===== src/rtl/tt_scanner_pkg.sv =====
// Shared types and sizing helpers for the truth-table scanner.
// Imported by the scanner interface and the scanner core.
package tt_scanner_pkg;

  typedef enum logic [1:0] {
    StIdle,
    StSettle,
    StSample,
    StDone
  } state_e;

  localparam int unsigned N_IN_DEF = 4;
  localparam int unsigned N_VEC    = 1 << N_IN_DEF;

  function automatic int unsigned n_vec(input int unsigned n_in);
    return 1 << n_in;
  endfunction

  // One extra bit so an all-ones table (2^n_in) fits without wrapping.
  function automatic int unsigned cnt_width(input int unsigned n_in);
    return n_in + 1;
  endfunction

endpackage


===== src/rtl/tt_scanner_if.sv =====
// Signal bundle between a scanner and the function under test / controller.
// The master side requests scans and drives F; the slave side is the scanner.
interface tt_scanner_if
  import tt_scanner_pkg::*;
#(
  parameter int unsigned N_IN = N_IN_DEF
);

  logic                    start;
  logic [n_vec(N_IN)-1:0]  exp_tbl;
  logic                    f_in;
  logic [N_IN-1:0]         vec_out;
  logic                    busy;
  logic                    done;
  logic [n_vec(N_IN)-1:0]  truth_tbl;
  logic [cnt_width(N_IN)-1:0] ones_cnt;
  logic                    match;

  modport master (
    output start, exp_tbl, f_in,
    input  vec_out, busy, done, truth_tbl, ones_cnt, match
  );

  modport slave (
    input  start, exp_tbl, f_in,
    output vec_out, busy, done, truth_tbl, ones_cnt, match
  );

endinterface


===== src/rtl/tt_scanner.sv =====
// Sequential truth-table reader: steps every input vector, waits SETTLE cycles,
// samples F, and compares the finished table against an expected one.
module tt_scanner
  import tt_scanner_pkg::*;
#(
  parameter int unsigned N_IN   = N_IN_DEF,
  parameter int unsigned SETTLE = 1  // legal range 1..15
) (
  input logic         clk,
  input logic         rst_n,
  tt_scanner_if.slave bus
);

  localparam int unsigned NVec     = n_vec(N_IN);
  localparam int unsigned CntW     = cnt_width(N_IN);
  localparam logic [3:0]  WaitLast = 4'(SETTLE - 1);

  state_e              state_q, state_d;
  logic [N_IN-1:0]     vec_q, vec_d;
  logic [3:0]          wait_q, wait_d;
  logic [NVec-1:0]     tbl_q, tbl_d, tbl_wr;
  logic [CntW-1:0]     ones_q, ones_d;
  logic                match_q, match_d;
  logic                last_vec;
  logic                settled;

  assign last_vec = (vec_q == {N_IN{1'b1}});
  assign settled  = (wait_q == WaitLast);

  always_ff @(posedge clk or negedge rst_n) begin
    if (!rst_n) begin
      state_q <= StIdle;
      vec_q   <= '0;
      wait_q  <= '0;
      tbl_q   <= '0;
      ones_q  <= '0;
      match_q <= 1'b0;
    end else begin
      state_q <= state_d;
      vec_q   <= vec_d;
      wait_q  <= wait_d;
      tbl_q   <= tbl_d;
      ones_q  <= ones_d;
      match_q <= match_d;
    end
  end

  always_comb begin
    state_d = state_q;
    unique case (state_q)
      StIdle:   if (bus.start) state_d = StSettle;
      StSettle: if (settled) state_d = StSample;
      StSample: state_d = last_vec ? StDone : StSettle;
      StDone:   state_d = StIdle;
      default:  state_d = StIdle;
    endcase
  end

  always_comb begin
    vec_d   = vec_q;
    wait_d  = wait_q;
    tbl_d   = tbl_q;
    ones_d  = ones_q;
    match_d = match_q;
    // Table as it will be once this cycle's sample lands; match must see it.
    tbl_wr         = tbl_q;
    tbl_wr[vec_q]  = bus.f_in;
    unique case (state_q)
      StIdle: begin
        if (bus.start) begin
          vec_d   = '0;
          wait_d  = '0;
          tbl_d   = '0;
          ones_d  = '0;
          match_d = 1'b0;
        end
      end
      StSettle: begin
        if (!settled) wait_d = wait_q + 4'd1;
      end
      StSample: begin
        tbl_d  = tbl_wr;
        ones_d = ones_q + CntW'(bus.f_in);
        if (last_vec) begin
          match_d = (tbl_wr == bus.exp_tbl);
        end else begin
          vec_d  = vec_q + N_IN'(1);
          wait_d = '0;
        end
      end
      default: ;
    endcase
  end

  always_comb begin
    bus.busy = 1'b0;
    bus.done = 1'b0;
    unique case (state_q)
      StSettle, StSample: bus.busy = 1'b1;
      StDone:             bus.done = 1'b1;
      default:            ;
    endcase
  end

  assign bus.vec_out   = vec_q;
  assign bus.truth_tbl = tbl_q;
  assign bus.ones_cnt  = ones_q;
  assign bus.match     = match_q;

endmodule

===== src/flat_wrapper.sv =====
// flat-port wrapper written by rule: the top's interface ports become plain ports
module tt_scanner_flat import tt_scanner_pkg::*;
#(
  parameter int unsigned N_IN   = N_IN_DEF,
  parameter int unsigned SETTLE = 1                      
)
  (clk, rst_n, bus_start, bus_exp_tbl, bus_f_in, bus_vec_out, bus_busy, bus_done, bus_truth_tbl, bus_ones_cnt, bus_match);
  tt_scanner_if #(.N_IN(N_IN)) bus_i ();
  input logic clk;
  input logic rst_n;
  input wire logic [$bits(bus_i.start)-1:0] bus_start;
  input wire logic [$bits(bus_i.exp_tbl)-1:0] bus_exp_tbl;
  input wire logic [$bits(bus_i.f_in)-1:0] bus_f_in;
  output wire logic [$bits(bus_i.vec_out)-1:0] bus_vec_out;
  output wire logic [$bits(bus_i.busy)-1:0] bus_busy;
  output wire logic [$bits(bus_i.done)-1:0] bus_done;
  output wire logic [$bits(bus_i.truth_tbl)-1:0] bus_truth_tbl;
  output wire logic [$bits(bus_i.ones_cnt)-1:0] bus_ones_cnt;
  output wire logic [$bits(bus_i.match)-1:0] bus_match;
  assign bus_i.start = bus_start;
  assign bus_i.exp_tbl = bus_exp_tbl;
  assign bus_i.f_in = bus_f_in;
  assign bus_vec_out = bus_i.vec_out;
  assign bus_busy = bus_i.busy;
  assign bus_done = bus_i.done;
  assign bus_truth_tbl = bus_i.truth_tbl;
  assign bus_ones_cnt = bus_i.ones_cnt;
  assign bus_match = bus_i.match;
  tt_scanner #(.N_IN(N_IN), .SETTLE(SETTLE)) u_core (.clk(clk), .rst_n(rst_n), .bus(bus_i));
endmodule

===== config.mk =====
export PLATFORM = sky130hd
export DESIGN_NAME = tt_scanner_flat
export DESIGN_NICKNAME = d
export VERILOG_FILES = /design/src/rtl/tt_scanner_pkg.sv /design/src/rtl/tt_scanner_if.sv /design/src/rtl/tt_scanner.sv /design/src/flat_wrapper.sv
export SDC_FILE = /design/constraint.sdc
export NUM_CORES = 1
export LEC_CHECK = 0
export ABC_AREA = 1
export CORE_UTILIZATION = 50
export CTS_BUF_LIST = sky130_fd_sc_hd__clkbuf_8
export DETAILED_ROUTE_END_ITERATION = 10
export HOLD_SLACK_MARGIN = 0.08
export PLACE_DENSITY = 0.88
export REMOVE_ABC_BUFFERS = 1
export SLEW_MARGIN = 20
export SYNTH_ARGS = -nofsm -noshare
export SYNTH_HDL_FRONTEND = slang
export SYNTH_SLANG_ARGS = --single-unit
export TNS_END_PERCENT = 30

===== constraint.sdc =====
create_clock -name clk -period 2 [get_ports clk]
set_input_delay 0.2 -clock clk [delete_from_list [all_inputs] [get_ports clk]]
set_output_delay 0.2 -clock clk [all_outputs]
set_load 0.01 [all_outputs]

==> results of run 1 <==
## final timing paths
| path | to | slack, ns | cells past startpoint |
|---|---|---|---|
| worst max-delay path | u_core.bus.ones_cnt[2]$_DFFE_PN0P_ | 0.1 | 11 |
| worst min-delay path | u_core.bus.truth_tbl[1]$_DFFE_PN0P_ | 0.31 | 2 |
| worst max register to register | u_core.bus.ones_cnt[2]$_DFFE_PN0P_ | 0.1 | 11 |
| worst min register to register | u_core.bus.match$_DFFE_PN0P_ | 0.52 | 2 |
| max in group asynchronous | u_core.bus.vec_out[0]$_DFFE_PN0P_ | 1.36 | 2 |
| min in group clk | u_core.bus.match$_DFFE_PN0P_ | 0.52 | 2 |
## critical path, stage by stage, from the launching register on
cell and delay (ns):
dfrtp_1 0.41, inv_1 0.13, ha_1 0.20, inv_1 0.06, nor2_2 0.16, buf_4 0.15
inv_1 0.05, o21ai_2 0.09, inv_1 0.13, buf_4 0.19, a21oi_1 0.14, nor3_1 0.06
## synthesized netlist by cell type, drive strengths merged
cell	number	share of area, %
o22ai	7	1.9
clkbuf	3	0.50
buf	7	2.1
nor3	4	1.1
inv	49	8.1
xor2	2	0.77
o21a	1	0.33
nor3b	1	0.33
nand3b	11	3.6
nor2	30	5.3
nand3	46	10
and3	2	0.55
dfrtp	32	35
nand4	3	0.83
nand2	89	15
o211ai	1	0.33
a22o	1	0.39
clkinv	1	0.16
ha	13	7.2
o21ai	21	4.8
a21oi	7	1.5
## cell families (layout without fill, tap and decap cells)
logic type	count (synthesis)	in the layout
AND/OR/NAND/NOR	186	186
buffers and inverters	60	113
flip-flops	32	32
XOR/XNOR	2	2
adder cells (fa/ha/maj)	13	13
AO/OA/AOI/OAI	38	38
## metal layers
metal / track usage, % / vias up / wire (um)
met5: 0 / - / 0
met4: 10.43 / 0 / 118
met2: 44.44 / 87 / 2855
li1: - / 1179 / -
met1: 31.64 / 1104 / 2571
met3: 6.250 / 11 / 405
## state kept, by name (all words and copies together) (netlist names)
name	cells
u_core.bus.vec_out	4
u_core.bus.match	1
u_core.bus.ones_cnt	5
u_core.state_q	2
u_core.wait_q	4
u_core.bus.truth_tbl	16
## cell type report
type	count	area (um2)	area share, %
Multi-Input combinational cell	239	1242	42.38
Sequential cell	32	802.0	27.36
Timing Repair Buffer	56	538.0	18.35
Inverter	50	187.7	6.402
Clock buffer	7	96.34	3.286
Tap cell	52	65.06	2.219
## per-stage QoR
stage	setup TNS, ns	util [%]
after CTS	0	66.95
after global placement	-0.6245	64.68
after floorplan	0	-
after global routing	-0.04419	67.33
after detailed placement	-1.443	64.68
final	0	67.33
## timing repair
action                                 in CTS  in global routing
setup endpoints to repair                   7                  3
cloned                                      0                  0
gates resized for setup                     1                  6
endpoints found under the hold margin       0                  0
## power breakdown
group / switching (uW) / internal (uW)
sequential: 143 / 774
clock: 252 / 307
combinational: 1010 / 686
total: 1410 / 1770
==> impl_metrics.py, run 1 <==
metrics = {
    "outcome": {
        "status": "finished, final reports clean",
    },
    "synthesis": {
        "synth_top_family_by_area": "simple AND/OR/NAND/NOR gates",
        "synth_cell_types": 29,
        "synth_mux_area_share_pct": 0,
        "yosys_warnings": 0,
        "ys_ff_latch": 32,
        "synth_area_mm2": 0.002273,
        "synth_xor_area_share_pct": 0.7705,
        "synth_compound_area_share_pct": 9.301,
        "synthAdderAreaFrac_pct": 7.155,
        "ys_seq_area_share_pct": 35.22,
        "synth-simple-area-share_pct": 36.65,
        "syn_area_per_cell_um2": 6.868,
        "syn_inst": 331,
    },
    "route": {
        "vias": 2381,
        "drt_iter0_drc": 161,
        "viasPerCell": 5.461,
        "post-route-drc-count": 0,
        "ant_nets": 0,
        "wl_per_cell_um": 13.64,
        "routed_wl_um": 5949,
        "drt_pass1_iterations": 4,
    },
    "finish": {
        "layout_commonest_cell": "nand2_1",
        "design_area_mm2": 0.002932,
        "final_cell_mix": "88 x nand2_1, 47 x clkdlybuf4s50_1, 46 x nand3_1",
        "diodes": 0,
        "layout-drive-gt1-share_pct": 8.854,
        "area_growth_pct": 28.95,
        "stdcell_count": 436,
        "finalNetCount": 417,
        "num-fill-cells": 390,
    },
    "clock_network": {
        "post-cts-setup-buffers": 0,
        "clk_pin_slew_worst_paths_ns": 0.07,
        "cts_tree": "done",
        "cts_buffer_depth": 2,
        "cts_buffers": 5,
        "clock_latency_ns": 0.29,
        "root_buffer": "clkbuf_8",
        "cts.sinks": 32,
        "ctsHoldBuffers": 0,
        "h-tree-depth": 2,
    },
    "timing": {
        "drv_slew": 0,
        "rsz0062_at_grt": "yes",
        "tightest_slew_ns": 0.4812,
        "clock-skew-final_ns": 0.004174,
        "timing.hold.ws_ns": 0.3066,
        "setup_slack_ns": 0.09981,
        "setup_violations": 0,
        "fmax_mhz": 526.3,
        "relSlewSlack_pct": 67.92,
        "period_share_pct": 95.01,
        "finalHoldViolCount": 0,
        "layout_min_cycle_time_ns": 1.900,
    },
    "placement": {
        "port_buffers": 47,
        "hpwl_um": 4277,
        "placed_area_mm2": 0.002816,
        "dpl_worst_slack_ns": -0.2330,
        "gp_congestion": 0.8456,
        "dp.cells": 429,
    },
    "grt": {
        "grt_use_total_pct": 26.10,
        "grt_max_degree": 33,
        "antenna_found_initial": 0,
        "grt-ovfl-total": 0,
        "grt_pass1_vias": 2281,
        "grt_pass1_wl_um": 9970,
    },
    "critical_path": {
        "cp.required_ns": 2.17,
        "cp-startpoint": "u_core.state_q[1]$_DFFE_PN0P_",
        "r2r-start": "u_core.state_q[1]$_DFFE_PN0P_",
        "critPathCaptureType": "flop",
        "critPathLaunchType": "flop",
        "crit_arrival_ns": 2.07,
        "critical_path_class": "reg -> reg",
        "cp_max_fo": 9,
    },
    "flow_run": {
        "drv_cap": 0,
    },
    "power": {
        "powerDensity_mw_per_mm2": 1083,
        "leakage_uw": 0.001370,
        "power_uw": 3174,
        "vdd_drop_max_uv": 987.0,
    },
    "hold_path": {
        "hp-class": "in -> async",
    },
    "die": {
        "die-area_mm2": 0.004821,
        "pin_count": 48,
        "die_x_um": 69.43,
        "initial_utilization_pct": 52.21,
        "fp.dieH_um": 69.43,
        "fp-row-count": 24,
        "core_mm2": 0.004354,
    },
}
Power figures use the tool's default switching activity.
==> inputs of run 2 (changes only) <==
--- a/config.mk
+++ b/config.mk
@@ -10,7 +10,8 @@
 export CTS_BUF_LIST = sky130_fd_sc_hd__clkbuf_8
 export DETAILED_ROUTE_END_ITERATION = 10
 export HOLD_SLACK_MARGIN = 0.08
-export PLACE_DENSITY = 0.88
+export PLACE_DENSITY = 0.79
+export RECOVER_POWER = 25
 export REMOVE_ABC_BUFFERS = 1
 export SLEW_MARGIN = 20
 export SYNTH_ARGS = -nofsm -noshare
==> impl_metrics.py, run 2 (synthesized netlist as in run 1, its figures left out) <==
metrics = {
    "outcome": {
        "status": "finished, final reports clean",
    },
    "clock_network": {
        "cts.sinks": 32,
        "post-cts-setup-buffers": 0,
        "clock_latency_ns": 0.29,
        "clk_pin_slew_worst_paths_ns": 0.07,
        "root_buffer": "clkbuf_8",
        "cts_tree": "done",
        "h-tree-depth": 2,
        "cts_buffer_depth": 2,
        "cts_buffers": 5,
    },
    "timing": {
        "relSlewSlack_pct": 42.92,
        "setup_violations": 0,
        "finalHoldViolCount": 0,
        "clock-skew-final_ns": 0.005939,
        "fmax_mhz": 552.9,
        "tightest_slew_ns": 0.8563,
        "drv_slew": 0,
        "period_share_pct": 90.43,
        "layout_min_cycle_time_ns": 1.809,
    },
    "power": {
        "intPower_uw": 1724,
        "powerDensity_mw_per_mm2": 1059,
        "leakage_uw": 0.001370,
        "pwr-share-clk_pct": 16.8,
        "p_comb_share_pct": 53.4,
        "p_sw_uw": 1365,
        "swShare_pct": 44.18,
        "vdd_drop_max_uv": 931.5,
        "power_frac_seq_pct": 29.8,
    },
    "finish": {
        "num-fill-cells": 378,
        "layout-drive-gt1-share_pct": 8.073,
        "largest_register_ffs": 16,
        "final_cell_mix": "88 x nand2_1, 46 x nand3_1, 46 x clkdlybuf4s50_1",
        "finalNetCount": 416,
        "stdcell_count": 436,
        "utilization_pct": 67.01,
        "area_growth_pct": 28.34,
        "diodes": 0,
        "layout_commonest_cell": "nand2_1",
    },
    "die": {
        "pin_count": 48,
        "die-area_mm2": 0.004821,
        "core_mm2": 0.004354,
        "fp.dieH_um": 69.43,
        "initial_utilization_pct": 52.21,
        "fp-row-count": 24,
        "die_x_um": 69.43,
    },
    "grt": {
        "grt_max_degree": 33,
        "antenna_found_initial": 0,
        "grt-ovfl-total": 0,
        "grt_use_total_pct": 24.31,
        "grt_pass1_vias": 2220,
        "grt_pass1_wl_um": 9535,
    },
    "critical_path": {
        "crit_arrival_ns": 1.99,
        "cp.buffers_inverters": 2,
        "cp_max_fo": 7,
        "critPathCaptureType": "flop",
        "worstPathCellList": "inv_1 -> ha_2 -> buf_4 -> nand3_1 -> nand2_1 -> nand2_1 -> nand2_1 -> nor2_1 -> nand2_1 -> nor2_1 -> nand2_1 -> nand2_1",
        "critical_path_class": "reg -> reg",
        "cp_top_family": "simple AND/OR/NAND/NOR gates",
        "cp.depth": 12,
        "slowest_delay_ns": 0.46,
        "cp.required_ns": 2.18,
        "critPathLaunchType": "flop",
        "r2r_cells": 12,
        "slowest_stage": "dfrtp_1",
        "crit_path_frequent_cell": "nand2_1",
    },
    "hold_path": {
        "hold_depth": 2,
        "hp-class": "reg -> reg",
    },
    "flow_run": {
        "drv_cap": 0,
    },
    "route": {
        "ant_nets": 0,
        "drt_pass1_iterations": 4,
        "vias": 2314,
        "routed_wl_um": 5692,
        "drt_iter0_drc": 153,
        "viasPerCell": 5.307,
        "wl_per_cell_um": 13.06,
        "post-route-drc-count": 0,
    },
    "placement": {
        "hpwl_um": 4114,
        "dp.cells": 428,
        "gp_congestion": 0.8895,
        "port_buffers": 47,
    },
}
-- run 2: cell count changes in the layout (fill, tap and decap cells not counted), sizes merged --
cell           change
inv                +2
clkdlybuf4s50      -1
dlygate4sd3        +1
buf                -2
-- run 2: repair_timing --
action	CTS	global route
gates resized for setup	0	6
setup endpoints to repair	0	2
hold buffers	0	0
-- run 2: power by group through the flow --
| stage | Sequential, uW | Clock, uW | Combinational, uW |
|---|---|---|---|
| floorplan | 934 | 0 | 951 |
| global placement | 918 | 0 | 1590 |
| detailed placement | 926 | 0 | 1600 |
| CTS | 915 | 528 | 1620 |
| global route | 946 | 543 | 1850 |
| finish | 920 | 520 | 1650 |
-- run 2: worst paths after layout --
| check | start | endpoint | slack, ns |
|---|---|---|---|
| setup reg to reg | u_core.bus.vec_out[1]$_DFFE_PN0P_ | u_core.bus.match$_DFFE_PN0P_ | 0.19 |
| hold / removal | u_core.bus.match$_DFFE_PN0P_ | u_core.bus.match$_DFFE_PN0P_ | 0.52 |
| hold reg to reg | u_core.bus.match$_DFFE_PN0P_ | u_core.bus.match$_DFFE_PN0P_ | 0.52 |
| setup / recovery | u_core.bus.vec_out[1]$_DFFE_PN0P_ | u_core.bus.match$_DFFE_PN0P_ | 0.19 |
| max in group asynchronous | rst_n | u_core.bus.vec_out[0]$_DFFE_PN0P_ | 0.86 |
| min in group asynchronous | rst_n | u_core.bus.truth_tbl[0]$_DFFE_PN0P_ | 0.55 |
-- run 2: metal layers --
layer / global-route usage (%) / wire length, um / part of all wire, %
met5: 0 / 0 / 0
met4: 8.163 / 123 / 2.2
met3: 4.797 / 359 / 6.3
met2: 41.75 / 2708 / 48
met1: 30.46 / 2502 / 44
-- run 2: final cells by class --
class / instances / area (um2) / share of cell area [%]
multi-input combinational: 239 / 1245 / 42.67
clock inverter: 2 / 7.507 / 0.2573
clock buffer: 6 / 82.58 / 2.830
sequential: 32 / 802.0 / 27.49
tap: 52 / 65.06 / 2.230
timing repair buffer: 55 / 528.0 / 18.10
inverter: 50 / 187.7 / 6.432
-- run 2: per-stage QoR --
stage          setup TNS, ns  hold slack, ns  cell area, um2  setup WS [ns]  power (uW)
6_report                   0          0.5155            2918         0.1914        3089
5_1_grt           -0.0005485          0.5326            2918     -0.0005485        3342
4_1_cts                    0          0.3441            2899        0.08333        3060
3_5_place_dp               0          0.4951            2809         0.1225        2529
3_3_place_gp               0          0.4955            2809         0.1585        2504
2_1_floorplan              0        -0.09559            2213         0.2063        1886
-- run 2: tightest hold or removal path, delay by kind of cell (launching register included) --
kind	cells	cell delay, ns
simple gates	2	0.11
flops	1	0.37
==> edit: new RTL, config.mk and constraints of run 2 <==
Set the package constant `N_IN_DEF` to 5 (it was 4).
--- a/src/rtl/tt_scanner_pkg.sv
+++ b/src/rtl/tt_scanner_pkg.sv
@@ -9,7 +9,7 @@
     StDone
   } state_e;
 
-  localparam int unsigned N_IN_DEF = 4;
+  localparam int unsigned N_IN_DEF = 5;
   localparam int unsigned N_VEC    = 1 << N_IN_DEF;
 
   function automatic int unsigned n_vec(input int unsigned n_in);
Ports: changed (resized bus_exp_tbl, bus_ones_cnt, bus_truth_tbl and bus_vec_out); port bits go from 48 to 82. No check against the original RTL was run, so the function may have changed too.
==> edit against run 2 <==
Final area rose by 72%. Synthesized cell count rose by 61%. Routed wire length rose by 98%. Power rose by 55%. Critical path depth fell by 5. Setup slack got worse by 140 ps. Synthesized area rose by 63%. Sequential cell count rose by 18. Count of clock-buffer cells in the layout did not move. Clock skew rose by 4.6 ps. First-iteration DRC count rose by 39%.
==> edit: results (changes against run 2) <==
Slew HR=2.63% (-40 points); XOR/XNOR Fraction of Synth Area=0.474% (-0.30 points); Worst Setup Slack, final=49.0 ps (-142 ps); Crit Path Max Fanout=14 (+7); Worst Min Path Start=u_core.wait_q[3]$_DFFE_PN0P_; clock skew=10.5 ps (+4.55 ps); Top Family by Delay on Critical Path=buffers and inverters; DR iter-0 viols=212 (+39%); register area share after synthesis=33.8% (-1.4 points); ranking of synthesized cells by area=dfrtp_1, nand2_1, nand3_1, inv_1, ha_1; fillers=588 (+56%); Worst-path clk slew=100 ps (+30 ps); drt pass-1 iters=5 (+1); number of port buffers=81 (+72%); vias in the first global route=3897 (+76%); Post-synth top cells=nand2_1, nand3_1, inv_1; GRT Overall Usage=29.1% (+4.8 points); largest net degree at the start of global routing=30 (-9.1%); Arrival @ worst endpoint=2170 ps (+180 ps); syn avg cell area=6.94 um^2 (+1.0%); ratio of cells with drive above 1 in the final layout=13.0% (+4.9 points); CP endpoint=u_core.bus.ones_cnt[1]$_DFFE_PN0P_; placed insts=712 (+66%); status=completed; vias per cell=5.62 (+5.8%); WL/cell=15.5 um (+19%); fin nets=678 (+63%); FF-to-FF path depth=7 (-5); Post-Synth Adder-Cell Area=4.40% (-2.8 points); placed cell areas=4720 um^2 (+68%)
-- edit: worst min path at each step --
stage | endpoint | slack, ps
detailed placement | u_core.bus.truth_tbl[4]$_DFFE_PN0P_ | 240
finish | u_core.wait_q[3]$_DFFE_PN0P_ | 550
global route | u_core.bus.ones_cnt[0]$_DFFE_PN0P_ | 580
floorplan | u_core.bus.match$_DFFE_PN0P_ | -100
global placement | u_core.bus.truth_tbl[2]$_DFFE_PN0P_ | 240
CTS | u_core.bus.truth_tbl[17]$_DFFE_PN0P_ | 440
-- edit: tightest hold or removal path, stage by stage, from the launching register on --
cell and delay (ps):
dfrtp_1 340, inv_1 60, a21oi_1 110
-- edit: area by class of cell --
| type | instances | area [um^2] | share of cell area (%) |
|---|---|---|---|
| clock buffers | 6 | 82.6 | 1.65 |
| clock inverters | 2 | 12.5 | 0.250 |
| inverters | 82 | 329 | 6.57 |
| multi-input cells | 380 | 2110 | 42.0 |
| flip-flops and latches | 50 | 1260 | 25.1 |
| well taps | 96 | 120 | 2.40 |
| repair buffers | 110 | 1100 | 22.0 |
-- edit: cell families after synthesis --
kind of cell,after synthesis
buffers and inverters,103
AOI/OAI and AO/OA,62
adders and majority gates,13
DFF,50
and+or+nand+nor,303
xor gates and xnor gates,2
-- edit: per-layer routing --
metal	vias to the layer above	global-route usage, %	share of wire [%]
li1	1949	-	-
met1	1919	36.6	41
met2	181	50.7	49
met3	28	4.52	7.4
met4	0	10.1	2.2
met5	-	0	0
-- edit: power by group --
part,switching [mW],internal (mW),total (mW)
sequential,0.183,1.21,1.39
combinational,1.63,1.12,2.75
clock,0.382,0.280,0.661
-- edit: timing repair --
action | CTS | global route
setup buffers | 0 | 5
hold buffers | 1 | 0
resized for setup | 4 | 40
setup endpoints to repair | 2 | 46
pin swaps | 0 | 12
hold endpoints to repair | 23 | 0
